--- config.mk ---
export PLATFORM = sky130hd
export DESIGN_NAME = axis_pulse_gen_flat
export DESIGN_NICKNAME = d
export VERILOG_FILES = /design/src/rtl/axis_pulse_pkg.sv /design/src/rtl/axis_pulse_gen_if.sv /design/src/rtl/axis_pulse_ramp.sv /design/src/rtl/axis_pulse_gen.sv /design/src/flat_wrapper.sv
export SDC_FILE = /design/constraint.sdc
export NUM_CORES = 1
export LEC_CHECK = 0
export ABC_AREA = 0
export CAP_MARGIN = 25
export CORE_UTILIZATION = 35
export CTS_CLUSTER_SIZE = 24
export DETAILED_ROUTE_END_ITERATION = 7
export DONT_BUFFER_PORTS = 1
export PLACE_DENSITY = 0.49
export SLEW_MARGIN = 25
export SYNTH_ARGS = -nofsm -noshare
export SYNTH_HDL_FRONTEND = slang
export SYNTH_HIERARCHICAL = 1
export SYNTH_SLANG_ARGS = --single-unit
--- constraint.sdc ---
create_clock -name aclk -period 14.2 [get_ports aclk]
set_input_delay 2.84 -clock aclk [delete_from_list [all_inputs] [get_ports aclk]]
set_output_delay 2.84 -clock aclk [all_outputs]
set_load 0.03 [all_outputs]
--- src/rtl/axis_pulse_pkg.sv ---
// Shared pulse generator/measurer definitions: segment states,
// cfg_data field order and bit offsets.
package axis_pulse_pkg;

  typedef enum logic [2:0] {
    S_PRE       = 3'd0,
    S_RAMP_UP   = 3'd1,
    S_FLAT      = 3'd2,
    S_RAMP_DOWN = 3'd3,
    S_POST      = 3'd4,
    S_IDLE      = 3'd7
  } state_t;

  typedef enum int {
    F_OFFSET = 0,
    F_RAMP   = 1,
    F_WIDTH  = 2,
    F_AMP    = 3,
    F_STEP   = 4,
    F_REPEAT = 5
  } cfg_field_e;

  localparam int REPEAT_W = 32;

  function automatic int cfg_lsb(
    input cfg_field_e f,
    input int pw,
    input int dw
  );
    unique case (f)
      F_OFFSET: return 0;
      F_RAMP:   return pw;
      F_WIDTH:  return 2 * pw;
      F_AMP:    return 3 * pw;
      F_STEP:   return 3 * pw + dw;
      default:  return 3 * pw + 2 * dw;
    endcase
  endfunction

  function automatic int cfg_width(
    input int pw,
    input int dw
  );
    return 3 * pw + 2 * dw + REPEAT_W;
  endfunction

endpackage

--- src/rtl/axis_pulse_gen_if.sv ---
// AXI-Stream sample channel.
// master drives tdata/tvalid/tlast, slave drives tready.
interface axis_pulse_gen_if #(
  parameter int DW = 16
);
  logic [DW-1:0] tdata;
  logic          tvalid;
  logic          tready;
  logic          tlast;

  modport master (
    output tdata, tvalid, tlast,
    input  tready
  );

  modport slave (
    input  tdata, tvalid, tlast,
    output tready
  );
endinterface

--- src/rtl/axis_pulse_ramp.sv ---
// Saturating ramp accumulator: ld/en/up, amp, step in; value out.
// Up clamps at amp, down clamps at 0, one extra bit of headroom.
module axis_pulse_ramp #(
  parameter int DW = 16
) (
  input  logic          aclk,
  input  logic          aresetn,
  input  logic          en,
  input  logic          ld,
  input  logic          up,
  input  logic [DW-1:0] amp,
  input  logic [DW-1:0] step,
  output logic [DW-1:0] value
);

  localparam logic signed [DW:0] ZERO = '0;

  logic signed [DW:0] acc_q;
  logic signed [DW:0] amp_x;
  logic signed [DW:0] step_x;
  logic signed [DW:0] base;
  logic signed [DW:0] sum;
  logic signed [DW:0] res;
  logic               neg;

  assign amp_x  = {amp[DW-1], amp};
  assign step_x = {step[DW-1], step};
  assign neg    = amp[DW-1];

  always_comb begin
    base = acc_q;
    if (ld) base = up ? ZERO : amp_x;
    sum = up ? base + step_x : base - step_x;
    res = sum;
    if (up) begin
      if (!neg && sum > amp_x) res = amp_x;
      if (neg && sum < amp_x)  res = amp_x;
    end else begin
      if (!neg && sum < ZERO) res = ZERO;
      if (neg && sum > ZERO)  res = ZERO;
    end
  end

  always_ff @(posedge aclk) begin
    if (!aresetn) acc_q <= '0;
    else if (en)  acc_q <= res;
  end

  assign value = acc_q[DW-1:0];

endmodule

--- src/rtl/axis_pulse_gen.sv ---
// Trapezoid pulse generator on AXI-Stream: cfg_data, enable, overload in;
// m_axis samples, case_id, sts_data out. Blanking: PULSE_GEN_BLANK_EN.
module axis_pulse_gen
  import axis_pulse_pkg::*;
#(
  parameter int AXIS_TDATA_WIDTH = 16,
  parameter int PULSE_WIDTH      = 16
) (
  input  logic        aclk,
  input  logic        aresetn,
  input  logic [PULSE_WIDTH*3+AXIS_TDATA_WIDTH*2+32-1:0] cfg_data,
  input  logic        enable,
  input  logic        overload,
  axis_pulse_gen_if.master m_axis,
  output logic [2:0]  case_id,
  output logic [31:0] sts_data
);

  localparam int DW = AXIS_TDATA_WIDTH;
  localparam int PW = PULSE_WIDTH;
  localparam int L_OFF = cfg_lsb(F_OFFSET, PW, DW);
  localparam int L_RMP = cfg_lsb(F_RAMP, PW, DW);
  localparam int L_WID = cfg_lsb(F_WIDTH, PW, DW);
  localparam int L_AMP = cfg_lsb(F_AMP, PW, DW);
  localparam int L_STP = cfg_lsb(F_STEP, PW, DW);
  localparam int L_REP = cfg_lsb(F_REPEAT, PW, DW);
  localparam logic [PW-1:0] ONE = 1;

  logic [PW-1:0] off_len, ramp_len, flat_len;
  logic [DW-1:0] cfg_amp, cfg_step;
  logic [31:0]   rep;

  assign off_len  = cfg_data[L_OFF +: PW];
  assign ramp_len = cfg_data[L_RMP +: PW];
  assign flat_len = cfg_data[L_WID +: PW];
  assign cfg_amp  = cfg_data[L_AMP +: DW];
  assign cfg_step = cfg_data[L_STP +: DW];
  assign rep      = cfg_data[L_REP +: 32];

  state_t        state_q, state_d, after;
  logic [PW-1:0] cnt_q, cnt_d, seg_len;
  logic [31:0]   sts_q, sts_d;
  logic [DW-1:0] amp_q, step_q, amp_nx, step_nx;
  logic [DW-1:0] ramp_val;
  logic [4:0]    nz;
  logic          hs, last_beat, start, blank;
  logic          r_en, r_ld, r_up;

  function automatic state_t first_nz(
    input logic [4:0] m
  );
    priority case (1'b1)
      m[0]:    return S_PRE;
      m[1]:    return S_RAMP_UP;
      m[2]:    return S_FLAT;
      m[3]:    return S_RAMP_DOWN;
      m[4]:    return S_POST;
      default: return S_IDLE;
    endcase
  endfunction

  // bit i set when segment state i has nonzero length
  assign nz = {|off_len, |ramp_len, |flat_len,
               |ramp_len, |off_len};

  assign after = first_nz(nz & (5'b11110 << state_q));

  always_comb begin
    unique case (state_q)
      S_PRE, S_POST:          seg_len = off_len;
      S_RAMP_UP, S_RAMP_DOWN: seg_len = ramp_len;
      S_FLAT:                 seg_len = flat_len;
      default:                seg_len = '0;
    endcase
  end

  assign m_axis.tvalid = state_q != S_IDLE;
  assign hs        = m_axis.tvalid & m_axis.tready;
  assign last_beat = cnt_q == seg_len - ONE;
  assign m_axis.tlast = m_axis.tvalid & last_beat
                      & (after == S_IDLE);

`ifdef PULSE_GEN_BLANK_EN
  assign blank = overload;
`else
  logic unused_overload;
  assign unused_overload = overload;
  assign blank = 1'b0;
`endif

  always_comb begin
    state_d = state_q;
    cnt_d   = cnt_q;
    sts_d   = sts_q;
    start   = 1'b0;
    if (state_q == S_IDLE) begin
      if (enable && |nz) begin
        start   = 1'b1;
        state_d = first_nz(nz);
        cnt_d   = '0;
        sts_d   = '0;
      end
    end else if (hs) begin
      if (!last_beat) begin
        cnt_d = cnt_q + ONE;
      end else begin
        cnt_d = '0;
        if (after != S_IDLE) begin
          state_d = after;
        end else begin
          sts_d = sts_q + 32'd1;
          if (!enable || (rep != 0 && sts_d == rep)) begin
            state_d = S_IDLE;
          end else begin
            start   = 1'b1;
            state_d = first_nz(nz);
          end
        end
      end
    end
  end

  // the ramp must see amplitude/step of a pulse starting this cycle
  assign amp_nx  = start ? (blank ? '0 : cfg_amp) : amp_q;
  assign step_nx = start ? (blank ? '0 : cfg_step) : step_q;

  assign r_up = state_d == S_RAMP_UP;
  assign r_ld = state_d != state_q;
  assign r_en = (r_up || state_d == S_RAMP_DOWN) && (r_ld || hs);

  axis_pulse_ramp #(.DW(DW)) u_ramp (
    .aclk    (aclk),
    .aresetn (aresetn),
    .en      (r_en),
    .ld      (r_ld),
    .up      (r_up),
    .amp     (amp_nx),
    .step    (step_nx),
    .value   (ramp_val)
  );

  always_ff @(posedge aclk) begin
    if (!aresetn) begin
      state_q <= S_IDLE;
      cnt_q   <= '0;
      sts_q   <= '0;
      amp_q   <= '0;
      step_q  <= '0;
    end else begin
      state_q <= state_d;
      cnt_q   <= cnt_d;
      sts_q   <= sts_d;
      amp_q   <= amp_nx;
      step_q  <= step_nx;
    end
  end

  always_comb begin
    unique case (state_q)
      S_RAMP_UP, S_RAMP_DOWN: m_axis.tdata = ramp_val;
      S_FLAT:                 m_axis.tdata = amp_q;
      default:                m_axis.tdata = '0;
    endcase
  end

  assign case_id  = state_q;
  assign sts_data = sts_q;

endmodule

--- src/flat_wrapper.sv ---
// flat-port wrapper written by rule: the top's interface ports become plain ports
module axis_pulse_gen_flat import axis_pulse_pkg::*;
#(
  parameter int AXIS_TDATA_WIDTH = 16,
  parameter int PULSE_WIDTH      = 16
)
  (aclk, aresetn, cfg_data, enable, overload, case_id, sts_data, m_axis_tdata, m_axis_tvalid, m_axis_tlast, m_axis_tready);
  axis_pulse_gen_if #(.DW((16))) m_axis_i ();
  input  logic aclk;
  input  logic aresetn;
  input  logic [PULSE_WIDTH*3+AXIS_TDATA_WIDTH*2+32-1:0] cfg_data;
  input  logic enable;
  input  logic overload;
  output logic [2:0] case_id;
  output logic [31:0] sts_data;
  output wire logic [$bits(m_axis_i.tdata)-1:0] m_axis_tdata;
  output wire logic [$bits(m_axis_i.tvalid)-1:0] m_axis_tvalid;
  output wire logic [$bits(m_axis_i.tlast)-1:0] m_axis_tlast;
  input wire logic [$bits(m_axis_i.tready)-1:0] m_axis_tready;
  assign m_axis_tdata = m_axis_i.tdata;
  assign m_axis_tvalid = m_axis_i.tvalid;
  assign m_axis_tlast = m_axis_i.tlast;
  assign m_axis_i.tready = m_axis_tready;
  axis_pulse_gen #(.AXIS_TDATA_WIDTH(AXIS_TDATA_WIDTH), .PULSE_WIDTH(PULSE_WIDTH)) u_core (.aclk(aclk), .aresetn(aresetn), .cfg_data(cfg_data), .enable(enable), .overload(overload), .m_axis(m_axis_i), .case_id(case_id), .sts_data(sts_data));
endmodule
# == After elaboration in Yosys (flattened, before gate mapping) ==
# Index checks and enable logic that the tools add are counted.
# classes
add_sub_neg,5
order_cmp,4
eq_ne,15
n_shift,1
mux,41
bitwise_logic,4
reduce_logical,24
# op_table
cell,count
$mux 32,5
$mux 17,8
$mux 16,6
$pmux 16 s3,1
$reduce_or 16->1,3
$reduce_or 48->1,1
$mux 3,13
$add 32x1->32 const B,1
$eq 32x32->1,1
$pmux 16 s2,1
$reduce_bool 32->1,1
$add 17x16->17,1
$gt 17x1->1 const B,1
$gt 17x16->1,1
$lt 17x1->1 const B,1
$lt 17x16->1,1
$sub 17x16->17,1
$add 16x1->16 const B,1
$eq 16x16->1,1
$sub 16x1->16 const B,1
$eq 3x2->1 const B,3
$eq 3x3->1 const B,3
$logic_and 1x1->1,7
$eq 3x1->1 const B,2
16 further kinds,29
# word_totals
regBits,100
inputBits,117
output_inout_bits,53
wordCells,100

# == Depth between registers and ports, before layout ==
# depth
ltp_word,22
ltp_mapped,39
depth_no_buf,36

# == Cells and area by module ==
# The synthesis kept the hierarchy.
# modules_own_cells
mod,n_inst,cells_each,area_per_inst_um2,seq_area_each_um2
axis_pulse_gen,1,793,6751.5,1661.6
axis_pulse_ramp,1,447,3111.7,340.3

# == Worst setup path after synthesis ==
# OpenSTA, ideal clock, no wires.
# synth_path
path_type,input to register
start,input port cfg_data[32]
end,register u_core.u_ramp.acc_q[4]
setup_time_ps,74
arrival_ps,11335
t_required_ps,14126
setup_slack_ps,2790
cell_stages,36
path_buffers,3
cell_sequence,nor4bb_1 > a211oi_2 > ha_1 > inv_1 > nor4_1 > nand4_2 > or4_1 > a41oi_1 > a31o_2 > nand2_2 > or4_1 > mux2_2 > o211ai_1 > nor3b_1 > clkbuf_1 > clkbuf_1 > nor2_1 > xnor2_1 > ha_1 > and2_4 > o21a_2 > nor4b_1 > o211ai_1 > a41o_1 > xnor2_1 > ha_1 > nand4_1 > nor4_1 > a221oi_1 > and4b_1 > nor2_4 > mux2i_1 > buf_2 > nand2_1 > a31o_2 > a31oi_1
# synth_via
elab_chain_cells,20
word_cells_on_any_way,52
classes_between,3 x add/sub; 4 x order compare; 5 x eq/ne; 28 x mux; 1 x bitwise; 11 x reduce/logical
# synth_lines
item,line_no,rtl
from (decl),flat_wrapper.sv:11,input logic [PULSE_WIDTH*3+AXIS_TDATA_WIDTH*2+32-1:0] cfg_data;
"parallel branches: the longest is 9 deep, another holds $sub 16x1->16",--,
$mux 3 *,axis_pulse_gen.sv:96,if (state_q == S_IDLE) begin
$eq 3x1->1 *,axis_pulse_gen.sv:127,assign r_up = state_d == S_RAMP_UP;
named net u_core.r_up,axis_pulse_gen.sv:47,"logic r_en, r_ld, r_up;"
$mux 17 (2 in series),axis_pulse_ramp.sv:32,if (ld) base = up ? ZERO : amp_x;
$sub 17x16->17 / $add 17x16->17 (equally long branches),axis_pulse_ramp.sv:33,sum = up ? base + step_x : base - step_x;
$mux 17,axis_pulse_ramp.sv:33,
$lt 17x1->1 / $gt 17x16->1 (equally long branches),"axis_pulse_ramp.sv:39, axis_pulse_ramp.sv:36",
"$logic_and 1x1->1, on equally long branches","axis_pulse_ramp.sv:39, axis_pulse_ramp.sv:36",
"$mux 17, on equally long branches","axis_pulse_ramp.sv:39, axis_pulse_ramp.sv:36",
"$mux 17, on equally long branches","axis_pulse_ramp.sv:40, axis_pulse_ramp.sv:37",
$mux 17,axis_pulse_ramp.sv:35,if (up) begin
to (signal assigned),axis_pulse_ramp.sv:46,else if (en) acc_q <= res;
to (decl),axis_pulse_ramp.sv:18,logic signed [DW:0] acc_q;
# Mark *: on every way through the listed nets, which the timed path passes.
# A chain may end at the register's enable or synchronous reset.

# == Final worst setup path ==
# layout_path
start,input port cfg_data[32]
end,register u_core.u_ramp.acc_q[12]
# layout_via
word_cells_on_any_way,52
classes_between,3 x add/sub; 4 x order compare; 5 x eq/ne; 28 x mux; 1 x bitwise; 11 x reduce/logical
# layout_lines
item,line_no,rtl
"parallel branches: the longest is 9 deep, another holds $sub 16x1->16",--,
$mux 1 *,axis_pulse_gen.sv:96,
$mux 16 *,axis_pulse_gen.sv:125,assign step_nx = start ? (blank ? '0 : cfg_step) : step_q;
named net u_core.step_nx[0],axis_pulse_gen.sv:43,"logic [DW-1:0] amp_q, step_q, amp_nx, step_nx;"
$sub 17x16->17 / $add 17x16->17 (equally long branches),axis_pulse_ramp.sv:33,
$mux 17 *,axis_pulse_ramp.sv:33,
$lt 17x1->1 / $gt 17x16->1 (equally long branches),"axis_pulse_ramp.sv:39, axis_pulse_ramp.sv:36",
"$logic_and 1x1->1, on equally long branches","axis_pulse_ramp.sv:39, axis_pulse_ramp.sv:36",
"$mux 17, on equally long branches","axis_pulse_ramp.sv:39, axis_pulse_ramp.sv:36",
"$mux 17, on equally long branches","axis_pulse_ramp.sv:40, axis_pulse_ramp.sv:37",
$mux 17 *,axis_pulse_ramp.sv:35,
# Marks and branches as above.

==> qor.csv <==
stage,metric,value,unit
synth,"count leader, synth",dfxtp_1,
synth,"Cell Area, Synth",9860,um^2
hold_path,class of the worst hold path,register to register,
worst_setup_path,CP peak stage delay,580,ps
synth,largest family of logic cells by synthesized area,simple AND/OR/NAND/NOR gates,
clocking,Max H-tree Level,3,
pwr,pwr dens,149,nW/um^2
sta,period utilization,0.869,
sta,setup_tns,0,ps
die,Die X-Extent,170,um
synth,Yosys top cell area share,0.203,
sta,clk_skew,11.9,ps
synth,"top cells by count, synth","dfxtp_1 (100), nand2_1 (98), o21ai_0 (69), inv_1 (65), a21oi_1 (57)",
clocking,CTS sink count,100,
outcome,status,finished clean,
clocking,post_cts resized,0,
worst_setup_path,CP Data Arrival Time,12570,ps
worst_setup_path,Worst R2R Path Depth,32,
synth,"EDFF count, synth",0,
sta,"Slew Viols, Final",0,
clocking,CTS Buffer Depth,2,
cells_and_area,synthesis-to-layout area growth,5.09,%
worst_setup_path,most frequent CP cell,ha_1,
sta,Max-slew headroom,0.320,
place,RD Place Congestion,0.881,
die,Die ar.,28900,um^2
sta,setup violators final,0,
clocking,Root Driver,clkbuf_16,
grt,global route overflow,0,
worst_setup_path,CP max-delay cell,nor4_4,
synth,Avg Inst Size Synth,7.95,um^2
worst_setup_path,r2r endpoint,u_core/u_ramp/acc_q[12]$_SDFFE_PN0P_,
sta,Period minus WS final,12340,ps
sta,Final WS setup,1860,ps
grt,largest net degree at the start of global routing,75,
place,I/O Buffers,0,
die,Core ar.,27800,um^2
die,Die Ht,170,um
clocking,CTS tree,done,
worst_setup_path,Startpoint Class,primary input,
routing,Initial DRT Pass Iterations,4,
worst_setup_path,crit end category,register,
die,row count,61,
pwr,VDD IR max,0.0625,mV
synth,Post-Syn Nets,1396,
synth,Synth Area in XOR/XNOR,0.0846,
worst_setup_path,worst r2r src,u_core/sts_data[4]$_SDFFE_PN0P_,
cells_and_area,Fill cells,3002,
worst_setup_path,critical path peak fanout,19,
worst_setup_path,R2R Setup Slk,3470,ps
routing,DR iter-0 viols,600,
synth,portion of netlist area occupied by mux cells,0.0666,
sta,FMAX,81.0,MHz
clocking,total CTS buffers,9,
grt,first-pass GRT wire length,49.0,mm
sta,RSZ-0062 raised after global routing,false,
synth,Seq cells post-synth,100,
synth,simple logic cell fraction of the synthesized area,0.297,
worst_setup_path,CP endpoint,u_core/u_ramp/acc_q[12]$_SDFFE_PN0P_,
clocking,cts hold-fix bufs,0,
cells_and_area,multi-input combinational cell area,7220,um^2
routing,final wirelength,31.2,mm
sta,final hold violation count,0,
clocking,Setup Buffers After CTS,0,
pwr,leakage power,4.14,nW
worst_setup_path,Crit Path Class,primary input to register,
grt,vias in the first global route,8608,
routing,DRT antenna net count,0,
clocking,clock latency on the worst-skew pair,360,ps
synth,post-synthesis compound-gate area fraction,0.230,
clocking,Clock transition at path regs,80,ps
die,I/O pin count,170,
synth,Synth area leader,dfxtp_1,
grt,initial antenna violation count,2,
synth,library cells used by synthesis,98,
sta,Worst-Margin Slew,1010,ps
worst_setup_path,Worst EP required,14430,ps
routing,Vias,9056,
job,max_cap viols,0,
synth,Synth Instances,1240,
synth,adder-cell share of the synthesized area,0.0502,
place,worst slack at placement,1440,ps
synth,ys async rst share,0,
synth,Post-synth top flop,dfxtp_1,
synth,register area share after synthesis,0.203,
grt,Total GRT Usage,0.215,
worst_setup_path,Setup crit start,cfg_data[32],
routing,routed vias/inst,5.76,
routing,DR DRC count,0,
cells_and_area,NumNets Final,1345,
sta,minimum hold slack,521,ps
die,Starting Density,0.355,
cells_and_area,FF+latch area,2000,um^2
cells_and_area,layout cells sized above 1,0.106,
synth,Synth Warn #,6,
place,placed wire-length estimate,23.5,mm
routing,Routed WL per cell,19.8,um
synth,synth top area cells,"dfxtp_1 (20%), ha_1 (4.8%), xnor2_1 (4.8%)",
-- placed cells by master, fill, tap and decap left out, types with 12 or more instances in the layout --
master,Yosys,routed
a21o_1,27,27
nand4_1,36,36
nand3_1,32,32
and2_1,41,41
nand2_1,98,98
a31oi_1,27,27
inv_1,65,65
xnor2_1,54,54
and3b_1,15,15
or3_1,17,17
o21ai_0,69,68
o211a_1,12,12
a21oi_1,57,57
nor3_1,32,30
nor4_1,35,35
dfxtp_1,100,100
a22o_1,16,16
buf_4,17,15
mux2_4,30,30
and3_1,32,32
xor2_1,35,35
nor2_1,53,53
o211ai_1,26,26
ha_1,38,38
-- critical path, delay by kind of cell --
kind | cells | cell delay (ps)
muxes | 3 | 1170
xor gates and xnor gates | 2 | 600
AOI/OAI and AO/OA | 9 | 2020
buffers and inverters | 3 | 510
adders and majority gates | 4 | 1050
and+or+nand+nor | 16 | 4350
-- worst min path at each step --
stage                                                to                          start  depth (start not counted)  slack, ps
after global placement    u_core/cnt_q[15]$_SDFFE_PN0P_  u_core/cnt_q[15]$_SDFFE_PN0P_                          2        500
after global routing      u_core/cnt_q[15]$_SDFFE_PN0P_  u_core/cnt_q[15]$_SDFFE_PN0P_                          2        560
final                     u_core/cnt_q[15]$_SDFFE_PN0P_  u_core/cnt_q[15]$_SDFFE_PN0P_                          2        520
after detailed placement  u_core/cnt_q[15]$_SDFFE_PN0P_  u_core/cnt_q[15]$_SDFFE_PN0P_                          2        510
after floorplan           u_core/cnt_q[15]$_SDFFE_PN0P_  u_core/cnt_q[15]$_SDFFE_PN0P_                          2        470
after CTS                 u_core/cnt_q[15]$_SDFFE_PN0P_  u_core/cnt_q[15]$_SDFFE_PN0P_                          2        520
-- registers in the layout, summed over array words and instances (netlist names) --
| name | cells |
|---|---|
| u_core/amp_q | 16 |
| u_core/case_id | 3 |
| u_core/cnt_q | 16 |
| u_core/step_q | 16 |
| u_core/sts_data | 32 |
| u_core/u_ramp/acc_q | 17 |
-- per-layer routing --
layer / up-vias / wire [um] / part of all wire / GRT usage
met5: - / 13 / 0.00042 / 0
met4: 2 / 465 / 0.015 / 0.0572
met3: 30 / 2010 / 0.064 / 0.0416
met2: 270 / 13200 / 0.42 / 0.321
met1: 4271 / 15600 / 0.50 / 0.312
li1: 4483 / - / - / -
-- cells by family after synthesis --
logic type / after synthesis
and+or+nand+nor: 494
AOI/OAI and AO/OA: 321
buffers and inverters: 145
DFF: 100
xor gates and xnor gates: 92
muxes: 49
adders and majority gates: 39
-- where the power goes --
group | total [mW] | internal, mW | switching, mW | leakage, nW
sequential | 0.315 | 0.301 | 0.0136 | 0.812
clock | 0.254 | 0.126 | 0.129 | 0.140
combinational | 0.971 | 0.378 | 0.593 | 3.19
-- through the flow --
step | util | instances | cell area [um^2] | total power [mW]
2_1_floorplan | - | 1240 | 9860 | 1.09
3_3_place_gp | 0.363 | 1556 | 10100 | 1.28
3_5_place_dp | 0.363 | 1556 | 10100 | 1.28
4_1_cts | 0.373 | 1572 | 10400 | 1.54
5_1_grt | 0.373 | 1572 | 10400 | 1.67
6_report | 0.373 | 1573 | 10400 | 1.54
-- final cells by class --
| cell class | count | share of cell area |
|---|---|---|
| multi-input combinational | 995 | 0.697 |
| sequential | 100 | 0.193 |
| tap | 378 | 0.0456 |
| inverter | 68 | 0.0260 |
| clock buffer | 10 | 0.0231 |
| timing repair buffer | 15 | 0.0109 |
| clock inverter | 6 | 0.00423 |
| antenna | 1 | 0.000241 |
No activity file was read; power rests on OpenSTA's default activity.
